[src/rtl/pattern_tx_if.sv]
// Request/serial-stream bundle between a pattern_tx and whatever drives and consumes it.
interface pattern_tx_if #(
  parameter int unsigned W     = 4,
  parameter int unsigned CNT_W = 4
);
  logic             start;
  logic             use_default;
  logic [W-1:0]     pat_in;
  logic [CNT_W-1:0] repeat_n;
  logic             bit_out;
  logic             bit_valid;
  logic             busy;
  logic             frame_done;
  logic             done;

  modport master (
    output start, use_default, pat_in, repeat_n,
    input  bit_out, bit_valid, busy, frame_done, done
  );

  modport slave (
    input  start, use_default, pat_in, repeat_n,
    output bit_out, bit_valid, busy, frame_done, done
  );
endinterface

[src/rtl/pattern_tx.sv]
// Serial bit-pattern generator: shifts a W-bit pattern out MSB-first for N frames,
// with GAP idle cycles between frames. All outputs registered.
module pattern_tx #(
  parameter int unsigned    W           = 4,
  parameter logic [W-1:0]   DEFAULT_PAT = W'(4'b1011),
  parameter int unsigned    GAP         = 2,
  parameter int unsigned    CNT_W       = 4
) (
  input  logic           clk,
  input  logic           rst_n,
  pattern_tx_if.slave    bus
);
  localparam int unsigned IDX_W = $clog2(W);
  localparam int unsigned GAP_W = (GAP > 1) ? $clog2(GAP) : 1;

  typedef enum logic [1:0] {ST_IDLE, ST_SHIFT, ST_GAP} state_t;

  state_t           state_q, state_d;
  logic [W-1:0]     shreg_q, shreg_d;
  logic [W-1:0]     pat_q, pat_d;
  logic [CNT_W-1:0] frames_q, frames_d;
  logic [IDX_W-1:0] idx_q, idx_d;
  logic [GAP_W-1:0] gap_q, gap_d;
  logic             bit_out_q, bit_out_d;
  logic             valid_q, valid_d;
  logic             busy_q, busy_d;
  logic             fdone_q, fdone_d;
  logic             done_q, done_d;
  logic [W-1:0]     sel_pat;
  logic             last_bit;

  // State and registered outputs
  always_ff @(posedge clk or negedge rst_n) begin
    if (!rst_n) begin
      state_q   <= ST_IDLE;
      shreg_q   <= '0;
      pat_q     <= '0;
      frames_q  <= '0;
      idx_q     <= '0;
      gap_q     <= '0;
      bit_out_q <= 1'b0;
      valid_q   <= 1'b0;
      busy_q    <= 1'b0;
      fdone_q   <= 1'b0;
      done_q    <= 1'b0;
    end else begin
      state_q   <= state_d;
      shreg_q   <= shreg_d;
      pat_q     <= pat_d;
      frames_q  <= frames_d;
      idx_q     <= idx_d;
      gap_q     <= gap_d;
      bit_out_q <= bit_out_d;
      valid_q   <= valid_d;
      busy_q    <= busy_d;
      fdone_q   <= fdone_d;
      done_q    <= done_d;
    end
  end

  // Next state; output next-values describe the cycle after the coming edge
  always_comb begin
    state_d   = state_q;
    shreg_d   = shreg_q;
    pat_d     = pat_q;
    frames_d  = frames_q;
    idx_d     = idx_q;
    gap_d     = gap_q;
    bit_out_d = 1'b0;
    valid_d   = 1'b0;
    busy_d    = 1'b0;
    fdone_d   = 1'b0;
    done_d    = 1'b0;
    sel_pat   = bus.use_default ? DEFAULT_PAT : bus.pat_in;
    last_bit  = (idx_q == IDX_W'(W - 1));

    case (state_q)
      ST_IDLE: begin
        if (bus.start) begin
          pat_d     = sel_pat;
          shreg_d   = sel_pat;
          frames_d  = (bus.repeat_n == '0) ? CNT_W'(1) : bus.repeat_n;
          idx_d     = '0;
          bit_out_d = sel_pat[W-1];
          valid_d   = 1'b1;
          busy_d    = 1'b1;
          state_d   = ST_SHIFT;
        end
      end

      ST_SHIFT: begin
        if (!last_bit) begin
          shreg_d   = shreg_q << 1;
          idx_d     = idx_q + IDX_W'(1);
          bit_out_d = shreg_q[W-2];
          valid_d   = 1'b1;
          busy_d    = 1'b1;
          fdone_d   = (idx_q == IDX_W'(W - 2));
        end else if (frames_q > CNT_W'(1)) begin
          frames_d = frames_q - CNT_W'(1);
          busy_d   = 1'b1;
          if (GAP > 0) begin
            gap_d   = '0;
            state_d = ST_GAP;
          end else begin
            // Back-to-back frames: restart from the saved pattern with no bubble
            shreg_d   = pat_q;
            idx_d     = '0;
            bit_out_d = pat_q[W-1];
            valid_d   = 1'b1;
          end
        end else begin
          done_d  = 1'b1;
          state_d = ST_IDLE;
        end
      end

      ST_GAP: begin
        busy_d = 1'b1;
        if (gap_q == GAP_W'(GAP - 1)) begin
          shreg_d   = pat_q;
          idx_d     = '0;
          bit_out_d = pat_q[W-1];
          valid_d   = 1'b1;
          state_d   = ST_SHIFT;
        end else begin
          gap_d = gap_q + GAP_W'(1);
        end
      end

      default: state_d = ST_IDLE;
    endcase
  end

  assign bus.bit_out    = bit_out_q;
  assign bus.bit_valid  = valid_q;
  assign bus.busy       = busy_q;
  assign bus.frame_done = fdone_q;
  assign bus.done       = done_q;
endmodule

[src/flat_wrapper.sv]
// flat-port wrapper written by rule: the top's interface ports become plain ports
module pattern_tx_flat 
#(
  parameter int unsigned    W           = 4,
  parameter logic [W-1:0]   DEFAULT_PAT = W'(4'b1011),
  parameter int unsigned    GAP         = 2,
  parameter int unsigned    CNT_W       = 4
)
  (clk, rst_n, bus_start, bus_use_default, bus_pat_in, bus_repeat_n, bus_bit_out, bus_bit_valid, bus_busy, bus_frame_done, bus_done);
  pattern_tx_if #(.W(W), .CNT_W(CNT_W)) bus_i ();
  input  logic clk;
  input  logic rst_n;
  input wire logic [$bits(bus_i.start)-1:0] bus_start;
  input wire logic [$bits(bus_i.use_default)-1:0] bus_use_default;
  input wire logic [$bits(bus_i.pat_in)-1:0] bus_pat_in;
  input wire logic [$bits(bus_i.repeat_n)-1:0] bus_repeat_n;
  output wire logic [$bits(bus_i.bit_out)-1:0] bus_bit_out;
  output wire logic [$bits(bus_i.bit_valid)-1:0] bus_bit_valid;
  output wire logic [$bits(bus_i.busy)-1:0] bus_busy;
  output wire logic [$bits(bus_i.frame_done)-1:0] bus_frame_done;
  output wire logic [$bits(bus_i.done)-1:0] bus_done;
  assign bus_i.start = bus_start;
  assign bus_i.use_default = bus_use_default;
  assign bus_i.pat_in = bus_pat_in;
  assign bus_i.repeat_n = bus_repeat_n;
  assign bus_bit_out = bus_i.bit_out;
  assign bus_bit_valid = bus_i.bit_valid;
  assign bus_busy = bus_i.busy;
  assign bus_frame_done = bus_i.frame_done;
  assign bus_done = bus_i.done;
  pattern_tx #(.W(W), .DEFAULT_PAT(DEFAULT_PAT), .GAP(GAP), .CNT_W(CNT_W)) u_core (.clk(clk), .rst_n(rst_n), .bus(bus_i));
endmodule
[config.mk]
export PLATFORM = sky130hd
export DESIGN_NAME = pattern_tx_flat
export DESIGN_NICKNAME = d
export VERILOG_FILES = /design/src/rtl/pattern_tx_if.sv /design/src/rtl/pattern_tx.sv /design/src/flat_wrapper.sv
export SDC_FILE = /design/constraint.sdc
export NUM_CORES = 1
export LEC_CHECK = 0
export ABC_CLOCK_PERIOD_IN_PS = 2150
export BUFFER_PORTS_ARGS = -buffer_cell sky130_fd_sc_hd__buf_2
export CAP_MARGIN = 0
export CORE_MARGIN = 2
export CORE_UTILIZATION = 50
export DETAILED_ROUTE_END_ITERATION = 8
export PLACE_DENSITY = 0.82
export REMOVE_ABC_BUFFERS = 1
export SETUP_SLACK_MARGIN = 0.3
export SYNTH_ARGS = -nofsm -noshare
export SYNTH_HDL_FRONTEND = slang
export SYNTH_SLANG_ARGS = --single-unit
[constraint.sdc]
create_clock -name clk -period 2.15 [get_ports clk]
set_input_delay 0 -clock clk [delete_from_list [all_inputs] [get_ports clk]]
set_output_delay 0 -clock clk [all_outputs]
set_load 0.02 [all_outputs]
==> impl_metrics.tcl <==
set metrics [dict create \
    h-tree-depth 1 \
    cp.required_ps 2350 \
    min_path_cells 3 \
    cp_top_family "simple AND/OR/NAND/NOR gates" \
    cts_tree "done" \
    tightest_slew_ps 452 \
    status "complete, no violations" \
    cts_buffers 3 \
    place.port_buffers 16 \
    endpoint_kind "flip-flop" \
    ys_warn_count 0 \
    post_drt_wl_per_cell_um 14.4 \
    core_region_area_um2 2230 \
    switching_share 0.413 \
    maxSlewHeadroom 0.699 \
    drv_slew 0 \
    leakagePower_nw 0.678 \
    io-pin-count 17 \
    ys_ff_latch 21 \
    final.setup.tns_ps 0 \
    setup_violations 0 \
    finalHoldViolCount 0 \
    firstDrtPassIters 4 \
    nNetsFinal 168 \
    viasPerCell 5.72 \
    dieHeight_um 52.7 \
    p_comb_frac 0.538 \
    grt_pass1_wl_mm 4.30 \
    power.internal_mw 1.10 \
    slowest_delay_ps 420 \
    fin_crit_sh 0.833 \
    worstRegToRegCells 5 \
    drc_errors 0 \
    synth_flop_cell "dfrtp_1" \
    grt_pass1_vias 975 \
    holdCritPathClass "in2reg" \
    placed_area_um2 1280 \
    die_area_um2 2780 \
    grt-ovfl-total 0 \
    critical_path.cell_chain "buf_4, ha_2, and2_4, or3_4, mux2_4" \
    worst-path-stages 5 \
    yosysSeqAreaShare 0.443 \
    clock.fmax_mhz 558 \
    hpwl_mm 1.77 \
    ant_nets 0 \
    clock-root-buffer "clkbuf_4" \
    place.gp.congestion 0.801 \
    syn_inst 120 \
    cts_sinks 21 \
    syn_area_per_cell_um2 9.89 \
    path_class "reg2reg" \
    drt_iter0_drc 56 \
    routed_wl_mm 2.52 \
    power.share.sequential 0.359 \
    async_flop_share 1.00 \
    clk_path_buf_depth 2 \
    layout-drive-gt1-share 0.238 \
    gr-usage-all-layers 0.213 \
    path_clk_slew_ps 110 \
    fin_skew_ps 2.08 \
    rsz0062_at_grt "no" \
    die_width_um 52.7 \
    synth_edf_count 0 \
    antenna_found_initial 0 \
    dr_total_vias 1001 \
    row_count 17 \
    worstPathBufferInverterCount 1 \
    area_growth_pct 19.2 \
    syn_area_um2 1190 \
    num_antenna_cells 0 \
    crit_path_max_fanout 11 \
    initial_core_util 0.532 \
    ir_worst_vdd_mv 0.703 \
    clockPowerShare 0.103 \
    crit_arrival_ps 2000 \
    grt_max_degree 22 \
    clkLatencyLatePin_ps 310 \
    fin_crit_ps 1790 \
    synthDistinctLibCells 40 \
    drv_cap 0 \
    startpoint_type "flip-flop" \
    switchingPower_uw 770 \
    critical-path-slowest-cell "dfrtp_1" \
    final_area_um2 1420 \
    power_density_nw_per_um2 1320 \
]
cell type report:
type | count | area (um2)
Clock buffer | 4 | 26.3
Fill cell | 180 | 818
Inverter | 9 | 33.8
Multi-Input combinational cell | 85 | 604
Sequential cell | 21 | 526
Tap cell | 28 | 35.0
Timing Repair Buffer | 28 | 190
tightest hold or removal path, cell delays in order:
cell	delay (ps)
buf_2	130
nand2b_1	130
o21ai_1	50
repair_timing:
action / in CTS / in global routing
hold buffers: 8 / 0
hold endpoints to repair: 27 / 0
setup buffers: 0 / 1
setup endpoints to repair: 5 / 6
cloned: 0 / 0
gates resized for setup: 2 / 4
layer usage:
layer / vias up / GRT usage / wire (um)
met5: - / 0 / 0
li1: 477 / - / -
met3: 12 / 0.0400 / 98
met2: 35 / 0.325 / 1180
met4: 0 / 0.115 / 80
met1: 477 / 0.285 / 1160
path summary, 6_finish.rpt:
kind / from / to / slack (ps)
max: u_core.state_q[0]$_DFFE_PN0P_ / u_core.idx_q[1]$_DFFE_PN0P_ / 360
min: bus_use_default / u_core.pat_q[2]$_DFFE_PN0P_ / 30
max reg2reg: u_core.state_q[0]$_DFFE_PN0P_ / u_core.idx_q[1]$_DFFE_PN0P_ / 360
min reg2reg: u_core.pat_q[3]$_DFFE_PN0P_ / u_core.pat_q[3]$_DFFE_PN0P_ / 500
max in group asynchronous: rst_n / u_core.bus.done$_DFF_PN0_ / 1680
min in group asynchronous: rst_n / u_core.pat_q[0]$_DFFE_PN0P_ / 160
through the flow:
stage          cells  setup slack (ps)  total power, mW  utilization  hold slack [ps]
3_5_place_dp     162               195             1.59        0.574            -17.1
6_report         175               359             1.87        0.634             25.5
2_1_floorplan    115               228             1.34            -             -296
4_1_cts          174               316             1.82        0.627             26.3
3_3_place_gp     162               305             1.55        0.574            -26.5
5_1_grt          175               322             2.01        0.634             34.3
placed cells by master (no fill, tap or decap), types with 3 or more instances in the layout:
cell           Yosys  routed
a21oi_1            4       4
a31oi_1            3       3
buf_2              1      16
buf_4              0       4
clkbuf_4           0       3
dfrtp_1           21      21
dlygate4sd3_1      0       8
ha_1               8       6
inv_1              8       8
mux2_4             4       4
nand2_1           14      14
nor2_1             7       7
nor3_1             3       3
o21ai_0            4       4
o21ai_1            7       7
state kept, by name, indices dropped and copies added, names as in the netlist, 2 cells and up:
register	flops
u_core.frames_q	4
u_core.idx_q	2
u_core.state_q	2
u_core.shreg_q	3
u_core.pat_q	4
Yosys cell counts (all sizes together) (2+ instances only):
cell type / instances / area share
o211ai: 2 / 0.013
buf: 4 / 0.033
ha: 8 / 0.084
or2: 3 / 0.016
a31oi: 3 / 0.016
inv: 9 / 0.028
nor2b: 2 / 0.011
mux2i: 2 / 0.017
o21ai: 11 / 0.046
nand2: 14 / 0.044
a21oi: 4 / 0.017
nand3: 2 / 0.0084
a21boi: 2 / 0.013
mux2: 5 / 0.060
nor3: 3 / 0.013
dfrtp: 21 / 0.44
a22oi: 2 / 0.013
nor2: 7 / 0.022
and2: 2 / 0.013
cells by family (layout without fill, tap and decap cells):
| family | count (synthesis) | in the layout | share of synthesized area |
|---|---|---|---|
| fa+ha+maj | 8 | 8 | 0.0843 |
| compound gates | 33 | 33 | 0.182 |
| simple gates | 37 | 37 | 0.150 |
| buf+inv | 14 | 41 | 0.0643 |
| flops | 21 | 21 | 0.443 |
| mux | 7 | 7 | 0.0769 |
power groups by stage:
stage               registers [mW]  logic (mW)  clock network [mW]
floorplan                    0.688       0.655                   0
CTS                          0.670       0.948               0.198
global placement             0.668       0.886                   0
global route                 0.686        1.11               0.216
detailed placement           0.674       0.919                   0
finish                       0.670        1.00               0.193
(Power assumes the default switching activity.)
